File: src/rtl/uart_rx_ctrl.sv
// uart_rx_ctrl: frame controller on the UART receive path.
// It finds the start bit, runs the oversampling edge and bit counters
// that steer the sampling stage, deserializes the voted bits, and
// reports each frame as a good word (data_valid) or as a parity and/or
// stop-bit error.
module uart_rx_ctrl #(
  parameter int DATA_WIDTH = 8
) (
  input  logic                  clk,
  input  logic                  reset,
  input  logic                  RX_IN,
  input  logic [5:0]            Prescale,
  input  logic                  PAR_EN,
  input  logic                  PAR_TYP,
  input  logic                  sampled_bit,
  output logic                  data_samp_en,
  output logic [5:0]            edge_cnt,
  output logic [DATA_WIDTH-1:0] P_DATA,
  output logic                  data_valid,
  output logic                  par_err,
  output logic                  stp_err
);

  localparam int CW = (DATA_WIDTH > 1) ? $clog2(DATA_WIDTH) : 1;
  localparam logic [CW-1:0] LAST_BIT = CW'(DATA_WIDTH - 1);

  typedef enum logic [2:0] {
    IDLE,
    START,
    DATA,
    PARITY,
    STOP
  } state_t;

  state_t                state;
  state_t                next_state;
  logic [CW-1:0]         bit_cnt;
  logic [DATA_WIDTH-1:0] shift_reg;
  logic                  par_flag;
  logic                  bit_end;
  logic                  frame_end;
  logic                  start_entry;

  // The last oversampling edge of a bit is the only point where the
  // voted bit is stable, so every decision is taken there.
  assign bit_end     = (state != IDLE) && (edge_cnt == (Prescale - 6'd1));
  assign frame_end   = (state == STOP) && bit_end;
  assign start_entry = (next_state == START) && (state != START);

  // Next-state decode; the sampler is enabled whenever a frame is in progress.
  always_comb begin
    next_state   = state;
    data_samp_en = (state != IDLE);
    case (state)
      IDLE: begin
        if (!RX_IN) next_state = START;
      end
      START: begin
        if (bit_end) next_state = sampled_bit ? IDLE : DATA;
      end
      DATA: begin
        if (bit_end && (bit_cnt == LAST_BIT)) next_state = PAR_EN ? PARITY : STOP;
      end
      PARITY: begin
        if (bit_end) next_state = STOP;
      end
      STOP: begin
        if (bit_end) next_state = RX_IN ? IDLE : START;
      end
      default: next_state = IDLE;
    endcase
  end

  // State register.
  always_ff @(posedge clk) begin
    if (!reset) state <= IDLE;
    else        state <= next_state;
  end

  // Oversampling edge counter: parked at 0 in IDLE, wraps at each bit end
  // so a back-to-back START also begins at edge 0.
  always_ff @(posedge clk) begin
    if (!reset || (state == IDLE) || bit_end) edge_cnt <= 6'd0;
    else                                      edge_cnt <= edge_cnt + 6'd1;
  end

  // Deserializer, data bit counter and parity mismatch flag.
  always_ff @(posedge clk) begin
    if (!reset) begin
      bit_cnt   <= '0;
      shift_reg <= '0;
      par_flag  <= 1'b0;
    end else if (start_entry) begin
      bit_cnt  <= '0;
      par_flag <= 1'b0;
    end else if ((state == DATA) && bit_end) begin
      shift_reg[bit_cnt] <= sampled_bit;
      if (bit_cnt != LAST_BIT) bit_cnt <= bit_cnt + CW'(1);
    end else if ((state == PARITY) && bit_end) begin
      par_flag <= sampled_bit ^ (^shift_reg) ^ PAR_TYP;
    end
  end

  // Frame-end reporting: one-cycle pulses, and the word is only published
  // when the frame was clean.
  always_ff @(posedge clk) begin
    if (!reset) begin
      P_DATA     <= '0;
      data_valid <= 1'b0;
      par_err    <= 1'b0;
      stp_err    <= 1'b0;
    end else begin
      data_valid <= 1'b0;
      par_err    <= 1'b0;
      stp_err    <= 1'b0;
      if (frame_end) begin
        if (sampled_bit && !par_flag) begin
          P_DATA     <= shift_reg;
          data_valid <= 1'b1;
        end
        stp_err <= ~sampled_bit;
        par_err <= par_flag;
      end
    end
  end

endmodule
File: config.mk
export PLATFORM = sky130hd
export DESIGN_NAME = uart_rx_ctrl
export DESIGN_NICKNAME = d
export VERILOG_FILES = /design/src/rtl/uart_rx_ctrl.sv
export SDC_FILE = /design/constraint.sdc
export NUM_CORES = 1
export LEC_CHECK = 0
export CAP_MARGIN = 10
export CORE_MARGIN = 2
export CORE_UTILIZATION = 52
export DETAILED_ROUTE_END_ITERATION = 10
export PLACE_DENSITY = 0.78
export RECOVER_POWER = 100
export SETUP_SLACK_MARGIN = 0.1
export SYNTH_ARGS = -nofsm -noshare
export SYNTH_HDL_FRONTEND = slang
export SYNTH_SLANG_ARGS = --single-unit
File: constraint.sdc
create_clock -name clk -period 2.5 [get_ports clk]
set_clock_uncertainty 0.05 [all_clocks]
set_input_delay 0.25 -clock clk [delete_from_list [all_inputs] [get_ports clk]]
set_output_delay 0.25 -clock clk [all_outputs]
set_load 0.1 [all_outputs]
==> results.toml, run 1 <==
[floorplanning]
core_um2 = 3100
die_w_um = 61.6
die_area_um2 = 3790
row_count = 20
ios = 30
fp.dieH_um = 61.6
initial_core_util_pct = 55.5

[sta]
slew_violations = 0
rsz0062_at_grt = "false"
min_period_ns = 2.20
slew_headroom_pct = 22.1
max_freq_mhz = 455
worstMarginPinSlew_ns = 1.17
min_period_over_period_pct = 87.9
whs_ns = 0.398
fin_ws_ns = 0.304
setup-violations-final = 0
hold_viol = 0
finalSetupTns_ns = 0

[setup_path]
worstSetupStartpointType = "input pin"
slowest_stage = "clkdlybuf4s50_1"
path_cells = "clkdlybuf4s50_1 > clkbuf_1 > nor4_1 > a21oi_1 > o211ai_4 > clkbuf_1 > a31oi_1 > nor3_1"
cp.depth = 8
end_kind = "flop"
required_ns = 2.70
cp_top_family = "buffers and inverters"
critPathKind = "in -> reg"
max_stage_delay_ns = 0.43
r2r.worst_path.cells = 6
critPathBufInv = 3
cp.arrival_ns = 2.39
critPathMaxFanout = 6
cp_common_cell = "clkbuf_1"

[power_and_ir_drop]
p_leak_nw = 0.740
internal-power_mw = 0.775
power_mw = 1.03
powerDensity_nw_per_um2 = 500
peakVddDrop_mv = 0.406
pwr-share-clk_pct = 36.9
switching_share_pct = 25.1
power_switching_mw = 0.259
power_frac_comb_pct = 13.1
seq_power_share_pct = 50.0

[worst_hold_path]
hold_path_class = "reg -> reg"
hold_depth = 1

[route]
drt_iter0_markers = 129
ant_nets = 0
via_per_inst = 5.86
totalWireLength_mm = 4.18
num_vias = 1653
drt_pass1_iterations = 4
drc = 0
wire_per_inst_um = 14.8

[clock_network]
clockRootBuffer = "clkbuf_4"
cts_hold_buf = 0
post_cts_buffers = 0
htreeDepth = 2
clk_pin_slew_ns = 0.09
cts-buffers-inserted = 5
cts_num_sinks = 32
cts_resized = 0
clock_latency_ns = 0.34
cts_tree = "built"
clockBufferDepth = 2

[synthesis]
yosys_warnings = 0
post-synth-top-area-fraction_pct = 37.2
syn_avg_cell_area_um2 = 8.70
yosys_most_used_dff = "dfxtp_1"
syn-cell-area_um2 = 1720
synth_edf_count = 0
synth_seq_cells = 32
yosysTopAreaCell = "dfxtp_1"
synth.net_count = 214
ys_top_cells_by_area = "dfxtp_1 37%, nand3_1 5.5%, xnor2_1 5.1%"
ys_types = 41
async_flop_share_pct = 0
syn_inst = 198
yosysSeqAreaShare_pct = 37.2

[placed_design]
io_buffers = 29
dp_hpwl_mm = 3.12
dp_worst_setup_slack_ns = -0.00647
dpl_cell_area_um2 = 2080
gp_congestion = 0.948

[run]
cap_violations = 0

[finish]
stdcell_area_um2 = 2070
regArea_um2 = 644
antennaDiodeCount = 0
final_net_count = 253
syn2layout_area_growth_pct = 20.1
fill_cells = 293
multiInputGateArea_um2 = 993
drive_gt1_share_pct = 10.1

[global_route]
grt_pass1_wl_mm = 7.09
grt_pass1_vias = 1512
antenna_found_initial = 0
track_usage_pct = 25.8
grt_max_degree = 19
overflow = 0

[status]
outcome = "finished, final reports clean"
[layout by cell type (no fill, tap or decap), drive strengths merged, types with 3 or more instances in the layout]
cell type | netlist | routed
a21oi | 14 | 14
and3 | 4 | 4
buf | 5 | 8
clkbuf | 5 | 29
clkdlybuf4s50 | 0 | 11
dfxtp | 32 | 32
ha | 4 | 4
inv | 8 | 8
nand2 | 9 | 9
nand3 | 19 | 19
nor2 | 14 | 14
nor3 | 8 | 8
nor3b | 3 | 3
o2111a | 3 | 3
o21ai | 14 | 14
o311ai | 8 | 8
o31ai | 8 | 8
xnor2 | 11 | 11
xor2 | 7 | 7
[cells in the mapped netlist (5+ instances only)]
cell / count
inv_1: 8
nor2_1: 13
o21ai_0: 14
xor2_1: 7
clkbuf_1: 5
nor3_1: 8
o31ai_1: 8
nand2_1: 9
xnor2_1: 10
a21oi_1: 14
nand3_1: 19
dfxtp_1: 32
o311ai_0: 8
[per-stage QoR]
| step | std cells | util, % |
|---|---|---|
| global placement | 274 | 67.2 |
| global route | 282 | 66.7 |
| floorplan | 198 | - |
| CTS | 282 | 69.6 |
| detailed placement | 274 | 67.2 |
| finish | 282 | 66.7 |
[worst paths after layout]
kind | startpoint | endpoint | slack [ns]
worst max register to register | bit_cnt[0]$_SDFFE_PP0P_ | bit_cnt[0]$_SDFFE_PP0P_ | 0.48
worst min-delay path | par_flag$_SDFFE_PP0P_ | data_valid$_SDFF_PN0_ | 0.40
worst max-delay path | Prescale[0] | par_flag$_SDFFE_PP0P_ | 0.30
worst min register to register | par_flag$_SDFFE_PP0P_ | data_valid$_SDFF_PN0_ | 0.40
[metal layers]
layer	part of all wire [%]	global-route usage, %
met1	45	34.1
met2	46	39.1
met3	7.9	8.19
met5	0	0
met4	1.5	10.0
[cell type report]
type | count | share of cell area, %
clock buffer | 6 | 2.00
clock inverter | 2 | 1.69
inverter | 8 | 1.45
multi-input combinational | 148 | 48.0
sequential | 32 | 31.1
tap | 44 | 2.66
timing repair buffer | 42 | 13.1
[power groups by stage]
| stage | Combinational (mW) | Sequential [mW] | Clock (mW) |
|---|---|---|---|
| 3_5_place_dp | 0.138 | 0.529 | 0 |
| 5_1_grt | 0.146 | 0.519 | 0.423 |
| 3_3_place_gp | 0.135 | 0.529 | 0 |
| 2_1_floorplan | 0.0742 | 0.536 | 0 |
| 6_report | 0.135 | 0.517 | 0.381 |
| 4_1_cts | 0.139 | 0.518 | 0.394 |
[logic make-up (layout without fill, tap and decap cells)]
family          Yosys count  after routing  synth area share [%]
compound gates           56             56                  23.2
xor+xnor                 19             19                  10.9
fa+ha+maj                 4              4                  2.90
buf+inv                  18             58                  4.79
flops                    32             32                  37.2
mux                       1              1                 0.581
simple gates             68             68                  20.5
Power figures use the tool's default switching activity.
==> inputs of run 2 (changes only) <==
--- a/config.mk
+++ b/config.mk
@@ -10,4 +10,5 @@
 export CORE_UTILIZATION = 52
 export DETAILED_ROUTE_END_ITERATION = 10
+export GPL_ROUTABILITY_DRIVEN = 0
 export PLACE_DENSITY = 0.78
 export RECOVER_POWER = 100
--- a/constraint.sdc
+++ b/constraint.sdc
@@ -3,3 +3,3 @@
 set_input_delay 0.25 -clock clk [delete_from_list [all_inputs] [get_ports clk]]
 set_output_delay 0.25 -clock clk [all_outputs]
-set_load 0.1 [all_outputs]
+set_load 0.005 [all_outputs]
==> run 2 against run 1 <==
  * Global-route usage up 0.75 points
  * Sequential cell count unchanged
  * Setup slack lost 0.076 ns
  * Core utilization grew 3.1 points
  * Maximum frequency fell by 3.4%
  * Non-clock buffer count stayed put
  * Critical path type unchanged
  * Highest routed layer unchanged
==> results.toml, run 2 (synthesis gave the netlist of run 1 again) <==
[sta]
hold_viol = 0
max_freq_mhz = 440
rsz0062_at_grt = "false"
min_period_over_period_pct = 90.9
fin_ws_ns = 0.227
slew_headroom_pct = 65.2
min_period_ns = 2.27
whs_ns = 0.380
slew_violations = 0
setup-violations-final = 0
worstMarginPinSlew_ns = 0.520

[clock_network]
clockRootBuffer = "clkbuf_4"
cts_num_sinks = 32
htreeDepth = 2
cts_resized = 0
clockBufferDepth = 2
clock_latency_ns = 0.33
post_cts_buffers = 0
cts_tree = "built"
clk_pin_slew_ns = 0.10
cts-buffers-inserted = 5
cts_hold_buf = 0

[route]
drt_pass1_iterations = 5
totalWireLength_mm = 4.23
ant_nets = 0
wire_per_inst_um = 15.0
num_vias = 1672
drt_iter0_markers = 152
via_per_inst = 5.93
drc = 0

[setup_path]
cp.arrival_ns = 2.43
timing.rr.start = "edge_cnt[3]$_SDFF_PP0_"
slowest_stage = "clkdlybuf4s50_1"
startpoint = "Prescale[0]"
cp_top_family = "compound AO/OA/AOI/OAI gates"
worstSetupStartpointType = "input pin"
critPathMaxFanout = 9
critPathBufInv = 3
path_cells = "clkdlybuf4s50_1 > inv_1 > ha_1 > o21ba_1 > a221oi_2 > nor2_1 > buf_4 > o311ai_0 > o21ai_0"
required_ns = 2.65
end_kind = "flop"
max_stage_delay_ns = 0.50
critPathKind = "in -> reg"

[placed_design]
dp_hpwl_mm = 3.22
io_buffers = 29
dpl_cell_area_um2 = 2130
dp_worst_setup_slack_ns = -0.0635

[finish]
final_common_cell = "dfxtp_1"
fill_cells = 272
final_cell_mix = "32 x dfxtp_1, 19 x nand3_1, 18 x dlygate4sd3_1"
syn2layout_area_growth_pct = 25.8
drive_gt1_share_pct = 8.40
antennaDiodeCount = 0
post-route-util_pct = 69.8
stdcell_area_um2 = 2170
final_net_count = 253

[power_and_ir_drop]
peakVddDrop_mv = 0.359
power_mw = 1.02
p_leak_nw = 0.840
powerDensity_nw_per_um2 = 470

[floorplanning]
ios = 30
initial_core_util_pct = 55.5
fp.dieH_um = 61.6
row_count = 20
die_area_um2 = 3790
core_um2 = 3100
die_w_um = 61.6

[worst_hold_path]
min_from = "par_flag$_SDFFE_PP0P_"
hold_path_class = "reg -> reg"

[global_route]
grt_pass1_vias = 1560
track_usage_pct = 26.5
grt_pass1_wl_mm = 7.36
antenna_found_initial = 0
overflow = 0
grt_max_degree = 19

[status]
outcome = "finished, final reports clean"

[run]
cap_violations = 0
-- run 2: per-stage QoR --
stage / instances / TNS, ns
2_1_floorplan: 198 / 0
3_3_place_gp: 274 / 0
3_5_place_dp: 274 / -0.176
4_1_cts: 282 / 0
5_1_grt: 282 / 0
6_report: 282 / 0
-- run 2: worst register-to-register path, stage by stage, from the launching register on --
cell and delay, ns:
dfxtp_1 0.46, xor2_1 0.26, xnor2_2 0.20, o211ai_2 0.21, clkbuf_2 0.21, o311ai_0 0.40, o31ai_1 0.13
-- run 2: cell type report --
cell class	instances	area, µm²	area share, %
multi-input combinational	148	982	45.3
sequential	32	641	29.6
timing repair buffer	42	383	17.7
tap	44	55.1	2.54
clock buffer	6	41.3	1.91
clock inverter	2	35.0	1.62
inverter	8	30.0	1.39
-- run 2: per-layer routing --
layer | share of wire (%) | vias to the layer above | GRT usage [%]
met5 | 0 | - | 0
met1 | 44 | 774 | 36.3
li1 | - | 815 | -
met2 | 47 | 73 | 41.8
met3 | 6.6 | 10 | 5.25
met4 | 1.6 | 0 | 8.81
-- run 2: where the power goes --
group / leakage [nW] / switching (mW) / internal, mW
registers: 0.258 / 0.00561 / 0.512
clock network: 0.0422 / 0.174 / 0.210
logic: 0.540 / 0.0628 / 0.0537
total: 0.840 / 0.243 / 0.775
-- run 2: final timing paths --
| path | slack (ns) | cells past startpoint | endpoint |
|---|---|---|---|
| max | 0.23 | 9 | state[1]$_SDFF_PN0_ |
| max reg2reg | 0.45 | 6 | shift_reg[1]$_SDFFE_PN0P_ |
| min | 0.38 | 1 | data_valid$_SDFF_PN0_ |
| min reg2reg | 0.38 | 1 | data_valid$_SDFF_PN0_ |
==> inputs of run 3 (changes only) <==
Settings changed: CAP_MARGIN 10 to 20.
==> results of run 3 <==
Same layout as run 2: the final DEF is identical, and so are final timing and power.
==> patch, RTL diff (settings of run 3) <==
Reset style: asynchronous (`reset`), changed in 3 clocked blocks.
--- a/src/rtl/uart_rx_ctrl.sv
+++ b/src/rtl/uart_rx_ctrl.sv
@@ -74,3 +74,3 @@
   // State register.
-  always_ff @(posedge clk) begin
+  always_ff @(posedge clk or negedge reset) begin
     if (!reset) state <= IDLE;
@@ -87,3 +87,3 @@
   // Deserializer, data bit counter and parity mismatch flag.
-  always_ff @(posedge clk) begin
+  always_ff @(posedge clk or negedge reset) begin
     if (!reset) begin
@@ -105,3 +105,3 @@
   // when the frame was clean.
-  always_ff @(posedge clk) begin
+  always_ff @(posedge clk or negedge reset) begin
     if (!reset) begin
Function: differs if reset is asserted again (counterexample within 4 cycles, from zero or initial values and one cycle with reset low); with reset held inactive, the same outputs for 10 cycles.
==> patch against run 3 <==
Total power is 23% higher. Die area rose by 7.0%. Count of clock-buffer cells in the layout increased by 1. Cell area rose by 2.4%. Synthesized area up 7.5%. Routed wire length fell by 7.7%. Critical path type unchanged. Sequential cell count stayed put. Highest routed layer unchanged. Largest cell class unchanged. Worst setup slack lost 0.035 ns. Hold slack better by 0.067 ns.
==> patch: results <==
[status]
status = finished clean

[timing]
whs_ns = 0.447
worst_pin_slew_ns = 1.42
fin_crit_ns = 2.31

[cells_and_area]
instances_no_fill = 251
layout-drive-gt1-share_pct = 10.7
fin_nets = 220

[critical_path]
crit_end = shift_reg[7]$_DFFE_PN0P_
path_delay_family = buffers and inverters
cp.arrival_ns = 2.48
crit_path_max_fanout = 11
cpMaxStageDelayCell = dlygate4sd3_1
rr_startpoint = edge_cnt[2]$_SDFF_PP0_
cpPeakStageDelay_ns = 0.56

[placed_design]
hpwl_um = 2930
dp.cells = 243
dpl_cell_area_um2 = 2190
dp_slack_ns = -0.0913

[global_route]
met3_usage_pct = 6.61
grt_pass1_wl_um = 6840
grt_max_degree = 27
first_global_vias = 1432
grt_usage_pct = 22.0
met1_usage_pct = 28.3
use_met2_pct = 36.3

[synth]
synth_xor_area_share_pct = 9.86
synthArstFlopShare_pct = 81.3
syn_nets = 184
ys_seq_area_share_pct = 41.6
synth_compound_gate_area_share_pct = 8.31
avgSynthCellArea_um2 = 11.0
synth_common_cells = 26 x dfrtp_1, 14 x xnor2_1, 11 x nor2_1
ys_top_cells_by_area = dfrtp_1 35%, xnor2_1 6.6%, dfxtp_1 6.5%
yosys.area_share.adder_pct = 2.70
yosysUniqueCellTypes = 49

[clocking]
clk_latency_ns = 0.35

[detailed_routing]
first_pass_iters = 4
drt_iter0_drc = 58
num_vias = 1396
wl_um = 3900

[job]
maxCapViolCount = 0

[worst_hold_path]
hp-start = P_DATA[0]$_DFFE_PN0P_
hold_end = P_DATA[0]$_DFFE_PN0P_

[pwr]
power.leakage_nw = 1.04
## patch: cell types whose count changed after synthesis, sizes merged, moves of 4 or more
cell and change:
dfxtp -26, nand3 -12, mux2 +17, o21ai -13, dfrtp +26, o31ai -8, nand4 +4, a21oi -12
o311ai -6
## patch: metal layers
layer	vias to the layer above	share of wire [%]
met5	-	0
met4	0	1.1
met3	6	3.5
met2	28	49
met1	677	47
li1	685	-
## patch: power by group through the flow
stage / registers, mW / logic, mW / clock network [mW]
floorplan: 0.569 / 0.164 / 0
global placement: 0.584 / 0.220 / 0
detailed placement: 0.588 / 0.232 / 0
CTS: 0.577 / 0.233 / 0.458
global route: 0.582 / 0.249 / 0.485
finish: 0.577 / 0.220 / 0.452
## patch: final cells by class
class / count / area [µm²]
Timing Repair Buffer: 37 / 343
Sequential cell: 32 / 771
Clock inverter: 1 / 30.0
Tap cell: 46 / 57.6
Clock buffer: 7 / 65.1
Fill cell: 283 / 1170
Multi-Input combinational cell: 120 / 923
Inverter: 8 / 30.0
